[config.mk]
export PLATFORM = sky130hd
export DESIGN_NAME = dm9000a_ior
export DESIGN_NICKNAME = d
export VERILOG_FILES = /design/src/rtl/dm9000a_ior.sv
export SDC_FILE = /design/constraint.sdc
export NUM_CORES = 1
export LEC_CHECK = 0
export BUFFER_PORTS_ARGS = -buffer_cell sky130_fd_sc_hd__buf_2
export CAP_MARGIN = 40
export CORE_MARGIN = 3
export CORE_UTILIZATION = 45
export CTS_CLUSTER_DIAMETER = 60
export DETAILED_ROUTE_END_ITERATION = 16
export GPL_ROUTABILITY_DRIVEN = 0
export HOLD_SLACK_MARGIN = 0.15
export PLACE_DENSITY = 0.86
export SLEW_MARGIN = 20
export SYNTH_ARGS = -nofsm -noshare
export SYNTH_HDL_FRONTEND = slang
export SYNTH_SLANG_ARGS = --single-unit
[constraint.sdc]
create_clock -name iDm9000aClk -period 4.8 [get_ports iDm9000aClk]
set_clock_uncertainty 0.2 [all_clocks]
set_input_delay 0.48 -clock iDm9000aClk [delete_from_list [all_inputs] [get_ports iDm9000aClk]]
set_output_delay 0.48 -clock iDm9000aClk [all_outputs]
set_load 0.05 [all_outputs]
[src/rtl/dm9000a_ior.sv]
// dm9000a_ior: performs one DM9000A register read as two bus phases, an index
// write (CMD=0, IOW# strobe) followed by a data read (CMD=1, IOR# strobe), and
// returns the captured data with a RunStart/RunEnd level handshake.
// Build option: define DM9000A_IOR_BYTE_MASK_EN to return only the low data
// byte zero-extended. Leave it undefined to return the full 16-bit bus.
module dm9000a_ior #(
   parameter int T_SETUP = 1,   // clocks CS/CMD/address stable before a strobe
   parameter int T_PULSE = 2,   // clocks each strobe is held low
   parameter int T_HOLD  = 1,   // clocks after strobe release before phase end
   parameter int T_GAP   = 2    // idle clocks between index and data phases
)(
   input  logic        iDm9000aClk,
   input  logic        iRst,
   input  logic        iRunStart,
   input  logic [15:0] iReg,
   input  logic [15:0] iData,
   output logic        oRunEnd,
   output logic [15:0] oReturnValue,
   output logic        oDm9000aCs_n,
   output logic        oDm9000aCmd,
   output logic        oDm9000aIor_n,
   output logic        oDm9000aIow_n,
   output logic [15:0] oData,
   output logic        oDataOe
);

   typedef enum logic [3:0] {
      ST_IDLE,
      ST_IDX_SETUP,
      ST_IDX_PULSE,
      ST_IDX_HOLD,
      ST_GAP,
      ST_RD_SETUP,
      ST_RD_PULSE,
      ST_RD_HOLD,
      ST_DONE
   } state_t;

   // A zero timing parameter still yields a one-clock phase.
   localparam logic [3:0] L_SETUP = (T_SETUP == 0) ? 4'd1 : T_SETUP[3:0];
   localparam logic [3:0] L_PULSE = (T_PULSE == 0) ? 4'd1 : T_PULSE[3:0];
   localparam logic [3:0] L_HOLD  = (T_HOLD  == 0) ? 4'd1 : T_HOLD[3:0];
   localparam logic [3:0] L_GAP   = (T_GAP   == 0) ? 4'd1 : T_GAP[3:0];

   // Length of the phase being entered; idle states carry no count.
   function automatic logic [3:0] f_phase_len(input state_t s);
      case (s)
         ST_IDX_SETUP, ST_RD_SETUP: f_phase_len = L_SETUP;
         ST_IDX_PULSE, ST_RD_PULSE: f_phase_len = L_PULSE;
         ST_IDX_HOLD,  ST_RD_HOLD:  f_phase_len = L_HOLD;
         ST_GAP:                    f_phase_len = L_GAP;
         default:                   f_phase_len = 4'd0;
      endcase
   endfunction

   state_t      r_state;
   state_t      w_state_next;
   logic [3:0]  r_cnt;
   logic [3:0]  w_cnt_next;
   logic        w_last;
   logic        w_capture;
   logic        w_idx_phase;
   logic        w_rd_phase;
   logic [15:0] w_read_value;

   logic        r_run_end;
   logic [15:0] r_return_value;
   logic        r_cs_n;
   logic        r_cmd;
   logic        r_ior_n;
   logic        r_iow_n;
   logic [15:0] r_data;
   logic        r_data_oe;

`ifdef DM9000A_IOR_BYTE_MASK_EN
   assign w_read_value = {8'h00, iData[7:0]};
`else
   assign w_read_value = iData;
`endif

   // Final clock of the current phase.
   assign w_last = (r_cnt <= 4'd1);

   // Read data is taken on the last clock of the IOR# pulse unless aborting.
   assign w_capture = (r_state == ST_RD_PULSE) && iRunStart && w_last;

   // Next-state, phase counter and bus-phase decode of the state being entered.
   always_comb begin
      w_state_next = r_state;
      unique case (r_state)
         ST_IDLE:      if (iRunStart) w_state_next = ST_IDX_SETUP;
         ST_IDX_SETUP: if (!iRunStart) w_state_next = ST_IDLE;
                       else if (w_last) w_state_next = ST_IDX_PULSE;
         ST_IDX_PULSE: if (!iRunStart) w_state_next = ST_IDLE;
                       else if (w_last) w_state_next = ST_IDX_HOLD;
         ST_IDX_HOLD:  if (!iRunStart) w_state_next = ST_IDLE;
                       else if (w_last) w_state_next = ST_GAP;
         ST_GAP:       if (!iRunStart) w_state_next = ST_IDLE;
                       else if (w_last) w_state_next = ST_RD_SETUP;
         ST_RD_SETUP:  if (!iRunStart) w_state_next = ST_IDLE;
                       else if (w_last) w_state_next = ST_RD_PULSE;
         ST_RD_PULSE:  if (!iRunStart) w_state_next = ST_IDLE;
                       else if (w_last) w_state_next = ST_RD_HOLD;
         ST_RD_HOLD:   if (!iRunStart) w_state_next = ST_IDLE;
                       else if (w_last) w_state_next = ST_DONE;
         ST_DONE:      if (!iRunStart) w_state_next = ST_IDLE;
         default:      w_state_next = ST_IDLE;
      endcase

      if (w_state_next != r_state)
         w_cnt_next = f_phase_len(w_state_next);
      else if (r_cnt != 4'd0)
         w_cnt_next = r_cnt - 4'd1;
      else
         w_cnt_next = r_cnt;

      w_idx_phase = (w_state_next == ST_IDX_SETUP) || (w_state_next == ST_IDX_PULSE) ||
                    (w_state_next == ST_IDX_HOLD);
      w_rd_phase  = (w_state_next == ST_RD_SETUP) || (w_state_next == ST_RD_PULSE) ||
                    (w_state_next == ST_RD_HOLD);
   end

   // State, counter and registered bus/handshake outputs.
   always_ff @(posedge iDm9000aClk) begin
      if (iRst) begin
         r_state        <= ST_IDLE;
         r_cnt          <= 4'd0;
         r_run_end      <= 1'b0;
         r_return_value <= 16'h0000;
         r_cs_n         <= 1'b1;
         r_cmd          <= 1'b0;
         r_ior_n        <= 1'b1;
         r_iow_n        <= 1'b1;
         r_data         <= 16'h0000;
         r_data_oe      <= 1'b0;
      end else begin
         r_state   <= w_state_next;
         r_cnt     <= w_cnt_next;
         r_run_end <= (r_state == ST_DONE) && iRunStart;
         r_cs_n    <= !(w_idx_phase || w_rd_phase);
         r_cmd     <= w_rd_phase;
         r_iow_n   <= (w_state_next != ST_IDX_PULSE);
         r_ior_n   <= (w_state_next != ST_RD_PULSE);
         r_data_oe <= w_idx_phase;
         if ((r_state == ST_IDLE) && iRunStart)
            r_data <= iReg;
         if (w_capture)
            r_return_value <= w_read_value;
      end
   end

   assign oRunEnd       = r_run_end;
   assign oReturnValue  = r_return_value;
   assign oDm9000aCs_n  = r_cs_n;
   assign oDm9000aCmd   = r_cmd;
   assign oDm9000aIor_n = r_ior_n;
   assign oDm9000aIow_n = r_iow_n;
   assign oData         = r_data;
   assign oDataOe       = r_data_oe;

endmodule
==> impl.org, run 1 <==
** Run status
- The run finished with clean final reports.

** Floorplan
- The initialized floorplan defines 22 standard-cell rows.
- Core footprint :: roughly 3800 sq um
- The die is 69.56 um tall.
- In this run the horizontal extent of the chip is 69.56 um.
- Overall die area :: between 4000 and 5000 sq um
- I/O pin count :: 73
- The initial utilization of the core area, before any placement, comes to 0.4821.

** Place
- Half-perimeter wire length of the detailed placement result :: approximately 2600 um
- At the placement stage, the worst setup path has a slack of roughly 2800 ps.
- IO buf count :: 72
- After detailed placement, the design holds a cell count of 305.

** Final layout
- Synthesis-to-finish area growth :: 25.95%
- Number of antenna diodes :: 0
- Of the cells placed in the final design, the portion with a size suffix greater than 1 is 0.3208.
- In the layout the commonest cells are 72 x buf_2, 46 x dfxtp_1, 35 x nand2_1, 22 x nor2_1, 18 x a21oi_1.
- Cell Count, Final, Fillers Out :: around 310
- The library cell used most frequently in the layout, excluding fill and tap cells, is buf_2.
- Number of nets in the final layout :: 302

** Drt
- Once detail routing completed, the nets flagged for antenna violations numbered 0.
- The detailed router placed between 1,500 and 2,000 vias in this run.
- DRC violation total after the first TritonRoute iteration :: 88
- The first detailed-routing pass ran for 4 iterations.
- WL final :: 3762 um
- WL per Instance :: 12.02 um
- Dividing the detail-routed via count by the number of cells gives 4.939.
- In the routed design, unresolved DRC markers number 0.

** Critical path
- Type of the worst setup path :: flop to flop
- The signal on the critical path passes through inv_1, ha_1, nor2_1, nor3_1, o21ai_0, a221oi_2.
- Stage delay of the slowest cell on the critical path :: 480 ps
- Data arrives at the worst endpoint at 2020 ps.
- Crit path max fanout :: 6
- The worst setup path is launched from a flop.
- Data required time at the worst endpoint :: 4810 ps
- Slowest CP cell :: nor3_1
- Endpoint class of the critical path :: flop

** Synthesis
- Area share of fa/ha/maj cells after synthesis :: 0.02065
- The area fraction in compound gates after synthesis came to 0.09016.
- Fraction of registers with async set/reset :: 0
- Counting every net in the synthesized netlist gives 234.
- XOR/XNOR Fraction of Synth Area :: 0.01927
- Among all flip-flop cells after synthesis, the most frequent one is dfxtp_1.
- Synthesis handed over a netlist of 196 instances.
- Sequential cell area fraction in the yosys report :: 0.5065
- Number of enable flip-flop cells after synthesis :: 0
- Yosys printed 0 warnings.
- FF+latch count, synth :: 46
- The cell area that synthesis handed to floorplanning was 1818 sq um.
- Of the post-synthesis cell area, the dominant cell type holds 0.5065.
- Proportion of synthesized area in mux cells :: 0.09360
- The synthesized netlist contains 36 unique library cells.
- Dividing the synthesized area by the synthesized cell count gives 9.275 sq um.
- By area, the combinational part of the netlist is dominated by simple AND/OR/NAND/NOR gates.
- The synthesized design spends more area on one cell type than any other, namely dfxtp_1.
- Of the total synthesized cell area, the portion taken by AND, OR, NAND and NOR gates is 0.2257.
- Most area-consuming cells after synthesis :: dfxtp_1 51%, mux2i_1 9.4%, nand2_1 7.2%, a21oi_1 5.0%, nor2_1 4.5%

** Timing
- Final hold slack :: between 200 and 250 ps
- Unrepaired setup endpoints after global routing :: false
- For the finished layout, the period the worst path requires is 2011 ps.
- Timing would allow up to 0.4974 GHz.
- Of the available clock period, the critical path in the final layout requires 0.4189.
- Final Hold Fails :: 0
- Worst Max-Slew Pin Slew :: around 700 ps
- The count of final max-slew check failures was 0.
- Setup violations remaining at the end of the flow were counted as 0.
- Headroom to the max-slew limit :: 0.5429
- Setup slack closes at 2790 ps.
- Sum of negative setup slack :: 0 ps

** Power
- Summed over all cells, the static leakage comes to 1.021 nW.
- Power per cell area :: 358.5 nW/um^2
- Overall power consumption :: slightly above 0.8 mW
- IR Drop Worst-Case VDD :: just under 200 uV

** Global routing
- Entering global routing, the biggest net connects 40 pins.
- The global routing stage identified its most utilized layer as met2.
- Global-route track usage on met3 :: 0.05942
- Met2 Resource Use GR :: 0.2627
- Across every metal layer, demand over resource in global routing totals 0.1582.
- The number of antenna violations at the first check in global routing is 0.
- Wire length of the first global-routing pass :: 6272 um
- The number of global-route vias before repair came to 1,404.
- Global route overflow :: 0
- In the global route stage, met1 resource usage came out at 0.1904.

** CTS
- After clock tree synthesis, the setup repair step added 0 buffers.
- Hold repair after CTS inserted 0 buffers.
- Clock-pin slew was measured on the worst setup and hold paths at approximately 80 ps.
- Clock latency on the worst-skew pair :: just under 300 ps
- H-tree lvl count :: 2
- Number of gates resized after CTS :: 0
- CTS Buf Count :: 5
- CTS tree :: yes
- Number of clock sinks :: 46
- Counting along the longest clock path gives a buffer depth of 2.
- Clock root cell :: clkbuf_8

** Min path
- In this run the worst hold path is classified as primary input to flop.

** Job
- The tool flagged a number of max-cap violations equal to 0.
-- per-layer routing --
metal / part of all wire / wire length, um / vias up
met1: 0.47 / 1752 / 691
met5: 0 / 0 / -
met4: 0.0045 / 17 / 0
met3: 0.081 / 304 / 2
li1: - / - / 791
met2: 0.45 / 1688 / 62
-- synth_stat cells (3+ instances only) --
cell type  count
nor3_1         4
inv_1          3
mux2i_1       17
ha_1           3
nor2_1        22
a21oi_1       18
clkbuf_1       5
nor3b_1        3
xnor2_1        3
nand2_1       35
dfxtp_1       46
buf_2          4
-- worst max-delay path, delay by kind of cell (launching register included) --
kind                     cells  cell delay (ps)
AND/OR/NAND/NOR              2              550
AO/OA/AOI/OAI                2              490
flip-flops                   1              340
adder cells (fa/ha/maj)      1              220
buffers and inverters        1              130
-- cell families after synthesis --
logic type / after synthesis
AO/OA/AOI/OAI: 27
XOR/XNOR: 4
adder cells (fa/ha/maj): 3
buffers and inverters: 15
flip-flops: 46
multiplexers: 17
AND/OR/NAND/NOR: 84
-- final cells by class --
type / count / area [sq um]
timing repair buffer: 73 / 375.4
fill: 300 / 1481
tap: 48 / 60.06
multi-input combinational: 135 / 817.0
clock buffer: 7 / 96.34
inverter: 3 / 11.26
clock inverter: 1 / 8.758
sequential: 46 / 920.9
-- sequential cells by signal, summed over array words and instances (netlist names) --
name / count
oDataOe: 1
oReturnValue: 16
r_state: 4
r_cnt: 4
oDm9000aIow_n: 1
oDm9000aIor_n: 1
oRunEnd: 1
oDm9000aCs_n: 1
oData: 16
oDm9000aCmd: 1
-- stage by stage --
step                instance area (sq um)  utilization
floorplan                            1818            -
global placement                     2170       0.5753
detailed placement                   2185       0.5793
CTS                                  2290       0.6072
global route                         2290       0.6072
finish                               2290       0.6072
-- worst paths after layout --
kind / from / endpoint / slack, ps / cells past startpoint
worst max-delay path: r_cnt[0] / r_cnt[0] / 2790 / 6
worst min-delay path: iData[6] / oReturnValue[6] / 220 / 3
worst max register to register: r_cnt[0] / r_cnt[0] / 2790 / 6
worst min register to register: oData[12] / oData[12] / 260 / 2
-- power breakdown --
group	switching, mW	internal (mW)	leakage, nW
clock	0.125	0.132	0.0544
sequential	0.0123	0.398	0.375
combinational	0.101	0.0528	0.592
Note: power is estimated with default switching activity, not from simulation.
==> run 2, diff against run 1 <==
--- a/config.mk
+++ b/config.mk
@@ -8,7 +8,7 @@
 export BUFFER_PORTS_ARGS = -buffer_cell sky130_fd_sc_hd__buf_2
 export CAP_MARGIN = 40
 export CORE_MARGIN = 3
-export CORE_UTILIZATION = 45
+export CORE_UTILIZATION = 43
 export CTS_CLUSTER_DIAMETER = 60
 export DETAILED_ROUTE_END_ITERATION = 16
 export GPL_ROUTABILITY_DRIVEN = 0
==> constraint.sdc (replaced) <==
create_clock -name iDm9000aClk -period 1.7 [get_ports iDm9000aClk]
set_clock_uncertainty 0.2 [all_clocks]
set_input_delay 0.17 -clock iDm9000aClk [delete_from_list [all_inputs] [get_ports iDm9000aClk]]
set_output_delay 0.17 -clock iDm9000aClk [all_outputs]
set_load 0.05 [all_outputs]
==> impl.org, run 2 (synthesis gave the netlist of run 1 again) <==
** Global routing
- In the global route stage, overall resource usage came out at 0.2135.
- Maximum number of pins on one net before global-route repair :: 23
- Wire length of the first global-routing pass :: 8500 um
- Number of antenna violations at the first check in global routing :: 0
- For this run the aggregate overflow at the end of global routing stands at 0.
- The number of global-route vias before repair was 1,813.

** Drt
- Remaining DRCs :: 0
- The final layout contains routed wiring with a total length of 5474 um.
- Detailed routing inserted a total of 1,804 vias.
- DRT Pass-1 Iters :: 4
- Once detail routing completed, the nets flagged for antenna violations numbered 0.
- WL per Instance :: between 10 and 15 um
- After the first detailed-routing iteration, the DRC count stood at 94.
- Dividing the detail-routed via count by the number of cells gives ~5.

** Critical path
- The endpoint identified for the worst register-to-register timing path is oReturnValue[5].
- Data arrives at the worst endpoint at 1790 ps.
- Launching element of the worst setup path :: r_cnt[0]
- Crit path capture :: oReturnValue[5]
- STA classifies the critical path endpoint as a flop.
- Of all nets on the critical path, the largest fanout is 16.
- Data required time at the worst endpoint :: 1700 ps
- Number of cell instances on the worst register-to-register path :: 7
- STA classifies the critical path startpoint as a flop.
- The setup path with the least slack is of type flop to flop.
- Origin of the critical flop-to-flop path :: r_cnt[0]
- For flop-to-flop paths, the worst setup slack is -90 ps.

** Final layout
- Leaving out fill and tap cells, the most frequent cell in the layout is buf_2.
- From synthesis to final layout, the design area changed by 56.85%.
- The library cells used most frequently in the layout, excluding fill and tap cells, are 72 x buf_2, 44 x dfxtp_1, 35 x nand2_1, 34 x dlygate4sd3_1, 22 x nor2_1.
- Measured on the finished design, the core utilization comes to 0.7078.
- With fillers left out, the area of the finished cells amounts to 2851 sq um.
- Share of final-layout standard cells stronger than drive strength 1 :: 0.3746
- Reg area :: 925.9 sq um
- Multi-input logic area :: between 900 and 1000 sq um
- The repair_antennas step left the layout with diodes totalling 0.
- The final layout contains about 350 nets.
- The finished layout holds 365 standard cells, fillers aside.
- Fill cells in the final layout number 277.

** Floorplan
- After floorplanning, the core was divided into 23 placement rows.
- Initial core utilization :: 0.4512
- DIE WIDTH :: around 71 um
- Die Span Y :: just over 70 um
- Core footprint :: a little over 4000 sq um
- Overall die area :: 5044 sq um
- In this run the count of I/O pins placed on the die edge is 73.

** CTS
- CTS tree :: yes
- Max clock buf depth :: 2
- Clock latency on the worst-skew pair :: 310 ps
- H-tree lvl count :: 2
- Counting every sink on the clock net gives 46.
- After clock tree synthesis, the clock-pin slew on the worst setup and hold paths is 90 ps.
- CTS Buf Count :: 5
- Clock root cell :: clkbuf_8

** Place
- IO buf count :: a little over 70
- Timing analysis after detailed placement gives a worst setup slack of -36.60 ps.
- Half-perimeter wire length of the detailed placement result :: 2953 um
- Summing all placed instances gives a cell area of approximately 2300 sq um.
- Counting tap cells, the placed design contains a total of 321 instances.

** Run status
- The flow ran to the end, but the final reports show violations.
- Violations in the final reports :: negative setup slack

** Job
- # Max-Cap Violations :: 0

** Timing
- Dividing the final minimum period by the clock period gives 1.053.
- Unrepaired setup endpoints after global routing :: true
- Achievable clock frequency :: 0.5586 GHz
- Worst path setup slack after routing :: -90.08 ps
- Minimum period implied by the final worst setup slack :: roughly 1800 ps
- Final Hold Fails :: 0
- The count of final max-slew check failures is 0.
- Final count of negative-setup-slack endpoints :: 18
- Worst Max-Slew Pin Slew :: 324.3 ps
- Measured against its own limit, the worst slew margin works out to 0.7835.

** Min path
- The min-delay analysis places its worst path in the category primary input to flop.

** Power
- For this design the static power due to leakage is between 1 and 1.5 nW.
- IR Drop Worst-Case VDD :: 647.3 uV
- Power spread over the standard cell area amounts to 878.8 nW/um^2.
[run 2: final cells by class]
type / count / area share
Sequential cell: 46 / 0.3247
Timing Repair Buffer: 123 / 0.2962
Multi-Input combinational cell: 135 / 0.3181
Clock buffer: 6 / 0.02896
Clock inverter: 2 / 0.004388
Inverter: 3 / 0.005704
Tap cell: 50 / 0.02194
[run 2: routing by layer]
metal	track usage	vias to the layer above	wire (um)
met5	0	-	0
met4	0.07307	0	140
met3	0.04972	15	293
met2	0.3913	71	2925
met1	0.2411	826	2115
li1	-	892	-
[run 2: worst min path at each step]
stage	start	to	slack, ps	cells after the start
5_1_grt	iRunStart	r_cnt[0]	270	5
2_1_floorplan	iReg[0]	oData[0]	110	2
3_3_place_gp	iData[11]	oReturnValue[11]	200	3
4_1_cts	iRunStart	r_cnt[1]	250	5
3_5_place_dp	iReg[13]	oData[13]	220	3
6_report	iRunStart	r_cnt[0]	250	5
[run 2: critical path, stage by stage (launching register included)]
cell     delay [ps]
dfxtp_4         390
inv_4            50
ha_4            150
or2_4           250
and4b_1         220
buf_12          170
mux2i_1         170
nor2_1           70
[run 2: report_power, final]
group	total (mW)	internal, mW	leakage (nW)	switching [mW]
Sequential	1.17	1.12	0.376	0.0416
Clock	0.702	0.327	0.0472	0.375
Combinational	0.638	0.291	0.833	0.347
[run 2: through the flow]
| step | power [mW] | setup TNS [ps] | hold slack, ps |
|---|---|---|---|
| after floorplan | 1.517 | -391.7 | 106.0 |
| after global placement | 1.670 | -114.7 | 204.9 |
| after detailed placement | 1.683 | -613.2 | 215.5 |
| after CTS | 2.437 | -635.0 | 248.2 |
| after global routing | 2.614 | -2157 | 269.4 |
| final | 2.506 | -1050 | 247.9 |
[run 2: what timing repair did]
| item | in CTS | in global routing |
|---|---|---|
| gates resized for setup | 3 | 17 |
| pin swaps | 0 | 6 |
| gates cloned | 0 | 0 |
| hold endpoints to repair | 40 | 0 |
| setup buffers | 0 | 4 |
| setup endpoints to repair | 34 | 28 |
| hold buffers | 34 | 0 |
==> run 3, diff against run 2 <==
--- a/config.mk
+++ b/config.mk
@@ -14,6 +14,7 @@
 export GPL_ROUTABILITY_DRIVEN = 0
 export HOLD_SLACK_MARGIN = 0.15
 export PLACE_DENSITY = 0.86
+export SETUP_SLACK_MARGIN = 0.3
 export SLEW_MARGIN = 20
 export SYNTH_ARGS = -nofsm -noshare
 export SYNTH_HDL_FRONTEND = slang
==> impl.org, run 3 (synthesis gave the netlist of run 1 again) <==
** Run status
- The run finished, with violations left.
- The checks that failed: negative setup slack.

** Critical path
- The worst setup path is of the flop to flop kind.
- Stage delay of the slowest cell on the critical path :: 370 ps
- The critical path goes through inv_4, ha_4, or2_4, and4b_2, buf_12, mux2i_2, nor2_1.
- STA classifies the critical path startpoint as a flop.
- STA classifies the critical path endpoint as a flop.
- For the worst setup path, the data required time is 1690 ps.
- Data arrives at the worst endpoint at 1880 ps.
- Crit path max fanout :: 8
- Slowest CP cell :: dfxtp_2
- For the worst flop-to-flop path, the logic depth is 7.

** Floorplan
- Initial core utilization :: 0.4512
- Core footprint :: 4029 sq um
- 73 I/O pins were placed.
- In this run the vertical extent of the chip is 71.02 um.
- The floorplan step defined a die boundary enclosing 5044 sq um.
- The initialized floorplan defines 23 standard-cell rows.
- DIE WIDTH :: 71.02 um

** CTS
- Clock root cell :: clkbuf_8
- Max clock buf depth :: 2
- Clock latency on the worst-skew pair :: just over 300 ps
- TritonCTS built the clock tree.
- CTS Buf Count :: 5
- Clock-pin slew was measured on the worst setup and hold paths at 100 ps.
- CTS built an H-tree with a depth of 2.
- For this design, the sink count on the clock tree is 46.

** Drt
- In the routed design, unresolved DRC markers number 0.
- Using the TritonRoute via totals, the vias-per-cell ratio works out to 5.217.
- DRC violation total after the first TritonRoute iteration :: 87
- The first TritonRoute pass finished after 4 iterations.
- The routed layout has 1,946 vias.
- Dividing the detail-routed wire length by the instance count gives 18.47 um.
- Post-route antenna net violation count :: 0
- WL final :: approximately 7000 um

** Global routing
- The first global-routing pass estimated 9308 um of wire.
- Maximum number of pins on one net before global-route repair :: 26
- The number of global-route vias before repair was 1,972.
- The total overflow left after global routing is 0.
- Total global routing track utilization :: 0.2351
- Number of antenna violations at the first check in global routing :: 0

** Final layout
- Leading cell type in the layout, fill and taps excluded :: buf_2
- For this run, the post-layout net count is 360.
- In the layout the commonest cells are 72 x buf_2, 42 x dfxtp_1, 35 x dlygate4sd3_1, 19 x nand2_1, 18 x nor2_1.
- Counting the fill cells in the layout gives 217.
- Final standard cell utilization of the core :: 0.8149
- Share of final-layout standard cells stronger than drive strength 1 :: 0.5449
- Final cell area excluding filler cells :: 3283 sq um
- Registers take 930.9 sq um.
- Cell Count, Final, Fillers Out :: 373
- Synthesis-to-finish area growth :: 80.59%
- The number of antenna diodes in the final layout is 0.
- The multi-input combinational cells in the finished layout cover a total of about 1200 sq um.

** Timing
- The count of final max-slew check failures is 0.
- Once routing completed, OpenROAD measured the worst setup slack at -193.2 ps.
- Subtracting the final worst setup slack from the clock period gives 1893 ps.
- Unrepaired setup endpoints after global routing :: true
- At the pin with the least slew margin, the transition time is 468.1 ps.
- Dividing the final minimum period by the clock period gives 1.114.
- Final Hold Fails :: 0
- The worst pin sits at a relative slew slack of 0.6869.
- Hold timing on the final database bottoms out at a slack of 169.0 ps.
- Setup violations remaining at the end of the flow were counted as 20.
- Achievable clock frequency :: 0.5282 GHz

** Power
- Reg power frac :: 0.428
- Power per cell area :: between 800 and 900 nW/um^2
- The internal portion of the total power is ~1.8 mW.
- The design draws around 2.7 mW.
- Of the total power, the clock network draws 0.256.
- Of the total power, the share spent switching nets is 0.3371.
- Of the total power, combinational logic draws 0.316.
- VDD sags by at most 671.3 uV.
- Leakage power :: 1.398 nW
- Psw :: 0.9243 mW

** Min path
- The worst hold path passes through 4 cells.
- The worst hold path belongs to the class primary input to flop.

** Place
- IO buf count :: 72
- The HPWL after detailed placement is 3026 um.
- Placed cell area :: 2325 sq um
- After detailed placement, the design holds a cell count of ~320.

** Job
- The tool flagged a number of max-cap violations equal to 0.
[run 3: cell count changes in the layout (fill, tap and decap cells not counted), moves of 4 or more]
| cell | before | now |
|---|---|---|
| a21oi_1 | 18 | 3 |
| a21oi_2 | 0 | 15 |
| buf_6 | 1 | 6 |
| mux2i_1 | 16 | 12 |
| nand2_1 | 35 | 19 |
| nand2_2 | 0 | 6 |
| nand2_4 | 0 | 10 |
| nor2_1 | 22 | 18 |
[run 3: cell type report]
type / count / share of cell area
clock buffer: 5 / 0.02096
tap: 50 / 0.01905
clock inverter: 3 / 0.006479
sequential: 46 / 0.2835
multi-input combinational: 135 / 0.3678
inverter: 3 / 0.004954
timing repair buffer: 131 / 0.2973
[run 3: worst max-delay path: cells and delay by family (launching register included)]
kind,cells,cell delay [ps]
fa+ha+maj,1,150
buf+inv,2,230
flops,1,370
mux,1,190
simple gates,3,620
[run 3: worst paths after layout]
path,slack (ps),to,startpoint
setup reg to reg,-190,oReturnValue[9],r_cnt[1]
setup / recovery,-190,oReturnValue[9],r_cnt[1]
hold reg to reg,270,oData[4],oData[4]
hold / removal,170,r_cnt[1],iRunStart
[run 3: timing repair]
| item | in CTS | in global routing |
|---|---|---|
| setup buffers | 2 | 7 |
| hold buffers | 35 | 0 |
| endpoints found under the hold margin | 34 | 0 |
| cloned | 1 | 1 |
| pin swaps | 17 | 22 |
| setup endpoints to repair | 46 | 46 |
| gates resized for setup | 41 | 60 |
[run 3: per-stage QoR]
step                      setup TNS, ps  worst slack [ps]
after floorplan                  -391.6            -39.16
after global placement                0             26.98
after detailed placement         -559.5            -68.72
after CTS                        -775.0            -75.38
after global routing              -4000            -265.2
final                             -2450            -193.2
[run 3: power by group through the flow]
stage               clock (mW)  sequential [mW]  combinational [mW]
floorplan                    0             1.28               0.250
global placement             0             1.18               0.494
detailed placement           0             1.18               0.509
CTS                      0.691             1.16               0.632
global route             0.745             1.18               0.921
finish                   0.701             1.17               0.867
[run 3: layer usage]
layer | track usage | part of all wire | routed length, um | vias to the layer above
met5 | 0 | 0 | 0 | -
met3 | 0.07955 | 0.056 | 386 | 21
met4 | 0.09395 | 0.032 | 221 | 0
met1 | 0.2427 | 0.36 | 2454 | 930
li1 | - | - | - | 915
met2 | 0.4325 | 0.56 | 3828 | 80
